**config.mk**
```make
export PLATFORM = sky130hd
export DESIGN_NAME = text_console_ctrl
export DESIGN_NICKNAME = d
export VERILOG_FILES = /design/src/rtl/text_console_ctrl.sv
export SDC_FILE = /design/constraint.sdc
export NUM_CORES = 1
export LEC_CHECK = 0
export ABC_AREA = 1
export BUFFER_PORTS_ARGS = -buffer_cell sky130_fd_sc_hd__buf_4
export CAP_MARGIN = 5
export CORE_AREA = 2 2 65 67
export DETAILED_ROUTE_END_ITERATION = 16
export DIE_AREA = 0 0 67 69
export PLACE_DENSITY = 0.83
export RECOVER_POWER = 50
export SLEW_MARGIN = 15
export SYNTH_ARGS = -nofsm -noshare
export SYNTH_HDL_FRONTEND = slang
export SYNTH_SLANG_ARGS = --single-unit
```
**constraint.sdc**
```tcl
create_clock -name clk -period 3.8 [get_ports clk]
set_input_delay 0.57 -clock clk [delete_from_list [all_inputs] [get_ports clk]]
set_output_delay 0.57 -clock clk [all_outputs]
set_load 0.005 [all_outputs]
```
**src/rtl/text_console_ctrl.sv**
```systemverilog
// Cursor and character-RAM write controller for the text console: turns received
// bytes into RAM writes, handling printables, newline, backspace, row blanking and clear.
module text_console_ctrl #(
    parameter int         COLS      = 32,
    parameter int         ROWS      = 4,
    parameter int         START_ROW = 1,
    parameter logic [7:0] NL_CODE   = 8'h7E,
    parameter logic [7:0] BS_CODE   = 8'h08,
    parameter logic [7:0] BLANK     = 8'h20,
    parameter int         ROW_CLEAR = 1,
    parameter int         COL_W     = $clog2(COLS),
    parameter int         ROW_W     = $clog2(ROWS)
) (
    input  logic             clk,
    input  logic             reset,
    input  logic [7:0]       rx_data,
    input  logic             rx_valid,
    input  logic             clear,
    output logic             ram_we,
    output logic [ROW_W-1:0] ram_row,
    output logic [COL_W-1:0] ram_col,
    output logic [7:0]       ram_wdata,
    output logic [ROW_W-1:0] cursor_row,
    output logic [COL_W-1:0] cursor_col,
    output logic             busy,
    output logic             dropped
);

    typedef enum logic [1:0] {IDLE, SWEEP_ROW, SWEEP_ALL} state_t;

    localparam logic [COL_W-1:0] LAST_COL = COL_W'(COLS - 1);
    localparam logic [ROW_W-1:0] LAST_ROW = ROW_W'(ROWS - 1);
    localparam logic [ROW_W-1:0] HOME_ROW = ROW_W'(START_ROW);
    localparam logic [COL_W-1:0] COL_ONE  = COL_W'(1);
    localparam logic [ROW_W-1:0] ROW_ONE  = ROW_W'(1);

    state_t           state;
    logic [ROW_W-1:0] sweep_row;
    logic [COL_W-1:0] sweep_col;
    logic             sweep_done;

    logic             is_nl;
    logic             is_bs;
    logic [ROW_W-1:0] next_row;

    // Control codes match on the 7-bit ASCII part only, so bit 7 is ignored.
    assign is_nl    = (rx_data[6:0] == NL_CODE[6:0]);
    assign is_bs    = (rx_data[6:0] == BS_CODE[6:0]);
    assign next_row = (cursor_row == LAST_ROW) ? '0 : cursor_row + ROW_ONE;

    // NOTE: every state and output is assigned with <= in this one clocked block, so
    // all outputs are plain registers and no read sees a same-cycle update.
    always_ff @(posedge clk) begin
        if (reset) begin
            state      <= IDLE;
            cursor_row <= HOME_ROW;
            cursor_col <= '0;
            ram_we     <= 1'b0;
            ram_row    <= '0;
            ram_col    <= '0;
            ram_wdata  <= '0;
            busy       <= 1'b0;
            dropped    <= 1'b0;
            sweep_row  <= '0;
            sweep_col  <= '0;
            sweep_done <= 1'b0;
        end else begin
            ram_we <= 1'b0;
            if (clear) begin
                // The first cell is written immediately; the sweep registers point at the next one.
                state      <= SWEEP_ALL;
                busy       <= 1'b1;
                dropped    <= 1'b0;
                ram_we     <= 1'b1;
                ram_row    <= '0;
                ram_col    <= '0;
                ram_wdata  <= BLANK;
                sweep_row  <= '0;
                sweep_col  <= COL_ONE;
                sweep_done <= 1'b0;
            end else begin
                if (rx_valid && state != IDLE)
                    dropped <= 1'b1;

                case (state)
                    IDLE: begin
                        if (rx_valid) begin
                            if (is_nl) begin
                                cursor_row <= next_row;
                                cursor_col <= '0;
                                if (ROW_CLEAR != 0) begin
                                    state      <= SWEEP_ROW;
                                    busy       <= 1'b1;
                                    ram_we     <= 1'b1;
                                    ram_row    <= next_row;
                                    ram_col    <= '0;
                                    ram_wdata  <= BLANK;
                                    sweep_row  <= next_row;
                                    sweep_col  <= COL_ONE;
                                    sweep_done <= 1'b0;
                                end
                            end else if (is_bs) begin
                                if (cursor_col != '0) begin
                                    cursor_col <= cursor_col - COL_ONE;
                                    ram_we     <= 1'b1;
                                    ram_row    <= cursor_row;
                                    ram_col    <= cursor_col - COL_ONE;
                                    ram_wdata  <= BLANK;
                                end
                            end else begin
                                ram_we    <= 1'b1;
                                ram_row   <= cursor_row;
                                ram_col   <= cursor_col;
                                ram_wdata <= rx_data;
                                if (cursor_col == LAST_COL) begin
                                    cursor_col <= '0;
                                    cursor_row <= next_row;
                                    // The character occupies this write slot, so the sweep starts at column 0 next cycle.
                                    if (ROW_CLEAR != 0) begin
                                        state      <= SWEEP_ROW;
                                        busy       <= 1'b1;
                                        sweep_row  <= next_row;
                                        sweep_col  <= '0;
                                        sweep_done <= 1'b0;
                                    end
                                end else begin
                                    cursor_col <= cursor_col + COL_ONE;
                                end
                            end
                        end
                    end

                    SWEEP_ROW: begin
                        if (sweep_done) begin
                            state <= IDLE;
                            busy  <= 1'b0;
                        end else begin
                            ram_we    <= 1'b1;
                            ram_row   <= sweep_row;
                            ram_col   <= sweep_col;
                            ram_wdata <= BLANK;
                            if (sweep_col == LAST_COL)
                                sweep_done <= 1'b1;
                            else
                                sweep_col <= sweep_col + COL_ONE;
                        end
                    end

                    SWEEP_ALL: begin
                        if (sweep_done) begin
                            state      <= IDLE;
                            busy       <= 1'b0;
                            cursor_row <= HOME_ROW;
                            cursor_col <= '0;
                        end else begin
                            ram_we    <= 1'b1;
                            ram_row   <= sweep_row;
                            ram_col   <= sweep_col;
                            ram_wdata <= BLANK;
                            if (sweep_col == LAST_COL) begin
                                sweep_col <= '0;
                                if (sweep_row == LAST_ROW)
                                    sweep_done <= 1'b1;
                                else
                                    sweep_row <= sweep_row + ROW_ONE;
                            end else begin
                                sweep_col <= sweep_col + COL_ONE;
                            end
                        end
                    end

                    default: begin
                        state <= IDLE;
                        busy  <= 1'b0;
                    end
                endcase
            end
        end
    end

endmodule

```
## Word-level counts from Yosys, hierarchy flattened

Index checks and enable logic that the tools add are counted.

- Add/sub/neg operators: 5
- Equality and inequality tests: 29
- Mux-type cells: 77
- Bitwise gates (word level): 1
- Reductions and logical operators: 21

Operators with widths:

| operator | number |
|---|---|
| 2-to-1 mux 5 bit | 18 |
| 2-to-1 mux 2 bit | 20 |
| 2-to-1 mux 8 bit | 5 |
| 2-to-1 mux 1 bit | 22 |
| != test 3 bit (second input constant) | 7 |
| AND reduction 7 bit | 3 |
| one-hot mux 5 bit (2 select lines) | 2 |
| AND reduction 4 bit | 5 |
| != test 2 bit (second input constant) | 8 |
| one-hot mux 2 bit (2 select lines) | 4 |
| one-hot mux 8 bit (2 select lines) | 1 |
| one-hot mux 5 bit (3 select lines) | 1 |
| != test 4 bit (second input constant) | 3 |
| adder 5 x 1 -> 5 bit (second input constant) | 2 |
| equality test 5 bit (second input constant) | 2 |
| equality test 7 x 4 -> 1 bit (second input constant) | 1 |
| equality test 7 bit (second input constant) | 1 |
| equality test 2 bit (second input constant) | 3 |
| 2-to-1 mux 6 bit | 1 |
| AND reduction 6 bit | 1 |
| nonzero test 2 bit | 3 |
| nonzero test 3 bit | 2 |
| != test 5 bit (second input constant) | 1 |
| AND reduction 5 bit | 1 |
| other kinds (13) | 16 |

- Bits in registers: 35
- Bits of input ports: 12
- Output and inout port bits: 25
- Word-level logic and storage cells: 148

## Longest topological paths before layout

- Depth in word-level cells: 7
- Depth in mapped cells: 12
- Depth with buffers taken out: 11

## Worst setup path before layout

No wires, ideal clock.

- Path type: register -> register
- Start: register state[0]
- End: register ram_wdata[5]
- Setup time: 117 ps
- Data arrival time: 1,546 ps
- Data required time: 3,683 ps
- Path slack: 2,137 ps
- Cell stages (with the launch flop): 10
- Path buffers: 3
- Cell sequence: dfxtp_1 -> inv_1 -> ha_1 -> buf_2 -> o21ai_1 -> nand3_2 -> buf_6 -> buf_6 -> nor3_1 -> nor2_1

- Word-level cells in the longest chain between the ends: 4

RTL lines:

| what | RTL line | RTL |
|---|---|---|
| start: declaration | 37 | `state_t state;` |
| start signal: assignment | 55 | `state <= IDLE;` |
| start signal: assignment | 71 | `state <= SWEEP_ALL;` |
| start signal: assignment | 92 | `state <= SWEEP_ROW;` |
| equality test 2 bit or equality test 2 x 1 -> 1 bit (tied branches) | 85 | `case (state)` |
| OR reduction 2 bit (no source line) | -- |  |
| != test 3 bit (no source line) (tied with other cells) | -- |  |
| AND reduction 4 bit (no source line) or 2-to-1 mux 6 bit (tied branches) | -- |  |
| end signal: assignment | 114 | `ram_wdata <= rx_data;` |
| end: declaration | 22 | `output logic [7:0] ram_wdata,` |

Several ways; a longest one is shown, not always the timed one.
A chain may end at the register's enable or synchronous reset.

## Worst setup path after layout

- Start: register state[0]
- End: register ram_wdata[2]

- Word-level cells in the longest chain between the ends: 4

RTL lines:

| what | RTL line |
|---|---|
| equality test 2 bit or equality test 2 x 1 -> 1 bit (tied branches) | 85 |
| OR reduction 2 bit (no source line) | -- |
| != test 2 bit (no source line) or nonzero test 2 bit (tied branches) | -- |
| AND reduction 4 bit (no source line) | -- |

Several ways; a longest one is shown, not always the timed one.

==> results.tsv <==
stage	metric	value	unit
sta	Final Cycle Share	0.573	
clocking	clock transition at the registers of the reported paths	0.07	ns
synthesis	synth unique cells	28	
layout	Layout area overhead	16.0	%
clocking	CTS tree	done	
layout	register area	701	µm²
routing	drt wl/cell	11.4	µm
routing	DRT Wirelength	5.33	mm
pwr	overall power	0.946	mW
hold_path	Worst Min Path Start	reset	
routing	DRT Pass-1 Iters	4	
sta	setup ws final	1.62	ns
layout	Multi-input gate area	1340	µm²
sta	min Tclk post-route	2.18	ns
routing	Initial DRC Count	138	
flow_run	MaxCap Viol Count	0	
setup_path	Worst setup SP type	flip-flop	
die	Starting Density	0.591	
synthesis	average size of a mapped cell	6.05	µm²
setup_path	worst reg-to-reg setup slack	1.62	ns
die	Die Wd	67	µm
routing	Final ANT Viol Nets	0	
status	outcome	finished, final reports clean	
sta	top achievable clock speed	0.459	GHz
clocking	post-CTS sizing	0	
die	Die ar.	4620	µm²
global_routing	grt ovf	0	
pwr	Psw	0.298	mW
sta	Fin. Hold Viols	0	
synthesis	Synth Area in Compound Gates	0.0877	
hold_path	min-delay worst type	input port to flip-flop	
global_routing	initial antenna violation count	0	
clocking	worst-case clock buffer depth	2	
setup_path	critical path arrival	2.36	ns
clocking	Root Driver	clkbuf_8	
routing	post-DR vias/cell	5.05	
pwr	Net Sw Frac	0.315	
die	core footprint	3910	µm²
setup_path	RR Endpoint	ram_wdata[2]	
synthesis	largest family of logic cells by synthesized area	simple AND/OR/NAND/NOR gates	
placed_design	Placed Instance Area	2590	µm²
global_routing	Total GRT Usage	0.242	
sta	final count of negative-setup-slack endpoints	0	
pwr	Pint	0.648	mW
clocking	Num CTS Buffers	5	
synthesis	post-synthesis adder-cell area fraction	0.0595	
synthesis	mux cell area share after synthesis	0	
clocking	Post-CTS Setup Bufs	0	
synthesis	synthesized cell area	2310	µm²
die	Ports	37	
synthesis	Synth Area in Simple Gates	0.427	
sta	Hold Slack	0.459	ns
pwr	PD cells	353	nW/µm²
pwr	leak pwr	1.38	nW
layout	Nets	441	
sta	worst rel slew slack	0.654	
pwr	Logic pwr share	0.251	
global_routing	largest net degree at the start of global routing	30	
sta	Setup TNS	0	ns
setup_path	Crit path required time	3.98	ns
synthesis	Yosys reg bits	35	
placed_design	DP Wirelength	3.98	mm
setup_path	crit end category	flip-flop	
setup_path	worst reg2reg startpoint	state[0]	
layout	post-layout instance area	2680	µm²
hold_path	Hold Path End	state[1]	
hold_path	worst hold stages	2	
routing	DR DRC count	0	
pwr	clock share of power	0.317	
placed_design	RePlAce Congestion	0.889	
clocking	clock sink count	35	
die	DIE HEIGHT	69	µm
pwr	sequential share of power	0.432	
global_routing	first-pass GRT wire length	8.81	mm
sta	unrepaired setup endpoints after global routing	no	
setup_path	Max FO, Critical Path	29	
clocking	Clk Latency, worst-skew pair	0.29	ns
global_routing	number of global-route vias before repair	2043	
placed_design	buffers added on ports	36	
die	# rows	23	
clocking	H-Tree Depth	2	
layout	ant diodes	0	
setup_path	Reg2Reg Depth	7	
synthesis	xor and xnor area share after synthesis	0.00758	
clocking	Post-CTS Hold Fix Bufs	0	
sta	Slew Viols, Final	0	
pwr	peak supply drop	203	µV
synthesis	synth warn	0	
synthesis	Post-Syn Instances	382	
setup_path	Worst Path Class, Setup	flip-flop to flip-flop	
placed_design	worst slack at placement	1.67	ns
setup_path	worst setup path startpoint	state[0]	
synthesis	sequential share of the synthesized area	0.303	
sta	Worst Skew	0.00239	ns
sta	worst-margin pin slew	0.515	ns
routing	Vias	2369	
layout	share of layout cells above drive strength 1	0.138	
layout	fillcell total	373	
synthesis	syn_nets	405	
power groups by stage:
stage          clock [mW]  combinational, mW  sequential, mW
2_1_floorplan           0              0.174           0.416
3_3_place_gp            0              0.234           0.416
3_5_place_dp            0              0.239           0.417
4_1_cts             0.304              0.241           0.408
5_1_grt             0.318              0.271           0.411
6_report            0.300              0.238           0.408
logic make-up (layout without fill, tap and decap cells):
logic type | Yosys count | after routing
fa+ha+maj | 11 | 11
simple gates | 234 | 234
xor+xnor | 2 | 2
compound gates | 37 | 37
flops | 35 | 35
buf+inv | 63 | 100
layout make-up:
cell class | count | area share
flip-flops and latches | 35 | 0.261
clock buffers | 8 | 0.0373
repair buffers | 37 | 0.102
inverters | 55 | 0.0770
multi-input cells | 284 | 0.499
well taps | 50 | 0.0233
flip-flops by register name, summed over array words and instances, names as in the netlist:
register    count
sweep_row       2
dropped         1
cursor_col      5
ram_we          1
sweep_col       5
cursor_row      2
busy            1
state           2
sweep_done      1
ram_row         2
ram_wdata       8
ram_col         5
routing by layer:
| metal | track usage | part of all wire |
|---|---|---|
| met5 | 0 | 0 |
| met4 | 0.0862 | 0.015 |
| met3 | 0.0506 | 0.041 |
| met2 | 0.388 | 0.46 |
| met1 | 0.317 | 0.48 |
worst max-delay path by stage:
stage              endpoint
2_1_floorplan  ram_wdata[5]
4_1_cts        ram_wdata[2]
3_5_place_dp   ram_wdata[6]
6_report       ram_wdata[2]
3_3_place_gp   ram_wdata[7]
5_1_grt        ram_wdata[7]
synth_stat cells:
library cell | number | area, µm²
a21oi_1 | 18 | 90.1
a21oi_2 | 2 | 17.5
buf_2 | 2 | 10.0
buf_4 | 1 | 7.51
buf_6 | 3 | 33.8
clkbuf_1 | 2 | 7.51
clkinv_1 | 3 | 11.3
dfxtp_1 | 35 | 701
ha_1 | 11 | 138
inv_1 | 49 | 184
inv_2 | 3 | 11.3
nand2_1 | 117 | 439
nand2_2 | 3 | 18.8
nand3_1 | 33 | 165
nand3_2 | 4 | 40.0
nand4_1 | 2 | 12.5
nor2_1 | 66 | 248
nor2_2 | 1 | 6.26
nor2_4 | 2 | 22.5
nor3_1 | 2 | 10.0
nor3b_1 | 1 | 7.51
o211a_1 | 1 | 10.0
o21a_1 | 1 | 7.51
o21ai_0 | 13 | 65.1
o21ai_1 | 1 | 5.00
o31ai_1 | 1 | 7.51
or2_2 | 3 | 18.8
xor2_1 | 2 | 17.5
per-stage QoR:
stage,std cells,util
floorplan,382,-
global placement,461,0.663
detailed placement,461,0.663
CTS,469,0.688
global route,469,0.685
finish,469,0.685
cell usage in the layout, fill, tap and decap left out:
master / count
a21oi_1: 19
a21oi_2: 1
buf_4: 12
clkbuf_1: 2
clkbuf_4: 24
clkbuf_8: 7
clkinv_1: 3
dfxtp_1: 35
ha_1: 11
inv_1: 50
inv_2: 2
nand2_1: 117
nand2_2: 3
nand3_1: 34
nand3_2: 3
nand4_1: 2
nor2_1: 66
nor2_2: 1
nor2_4: 2
nor3_1: 2
nor3b_1: 1
o211a_1: 1
o21a_1: 1
o21ai_0: 13
o21ai_1: 1
o31ai_1: 1
or2_2: 3
xor2_1: 2
worst max-delay path: stages (launching register included):
cell	delay, ns
dfxtp_1	0.38
inv_1	0.08
ha_1	0.48
nand2_1	0.16
o21ai_1	0.12
nand3_2	0.43
o21ai_0	0.35
nor2_1	0.06
No activity file was read; power rests on OpenSTA's default activity.
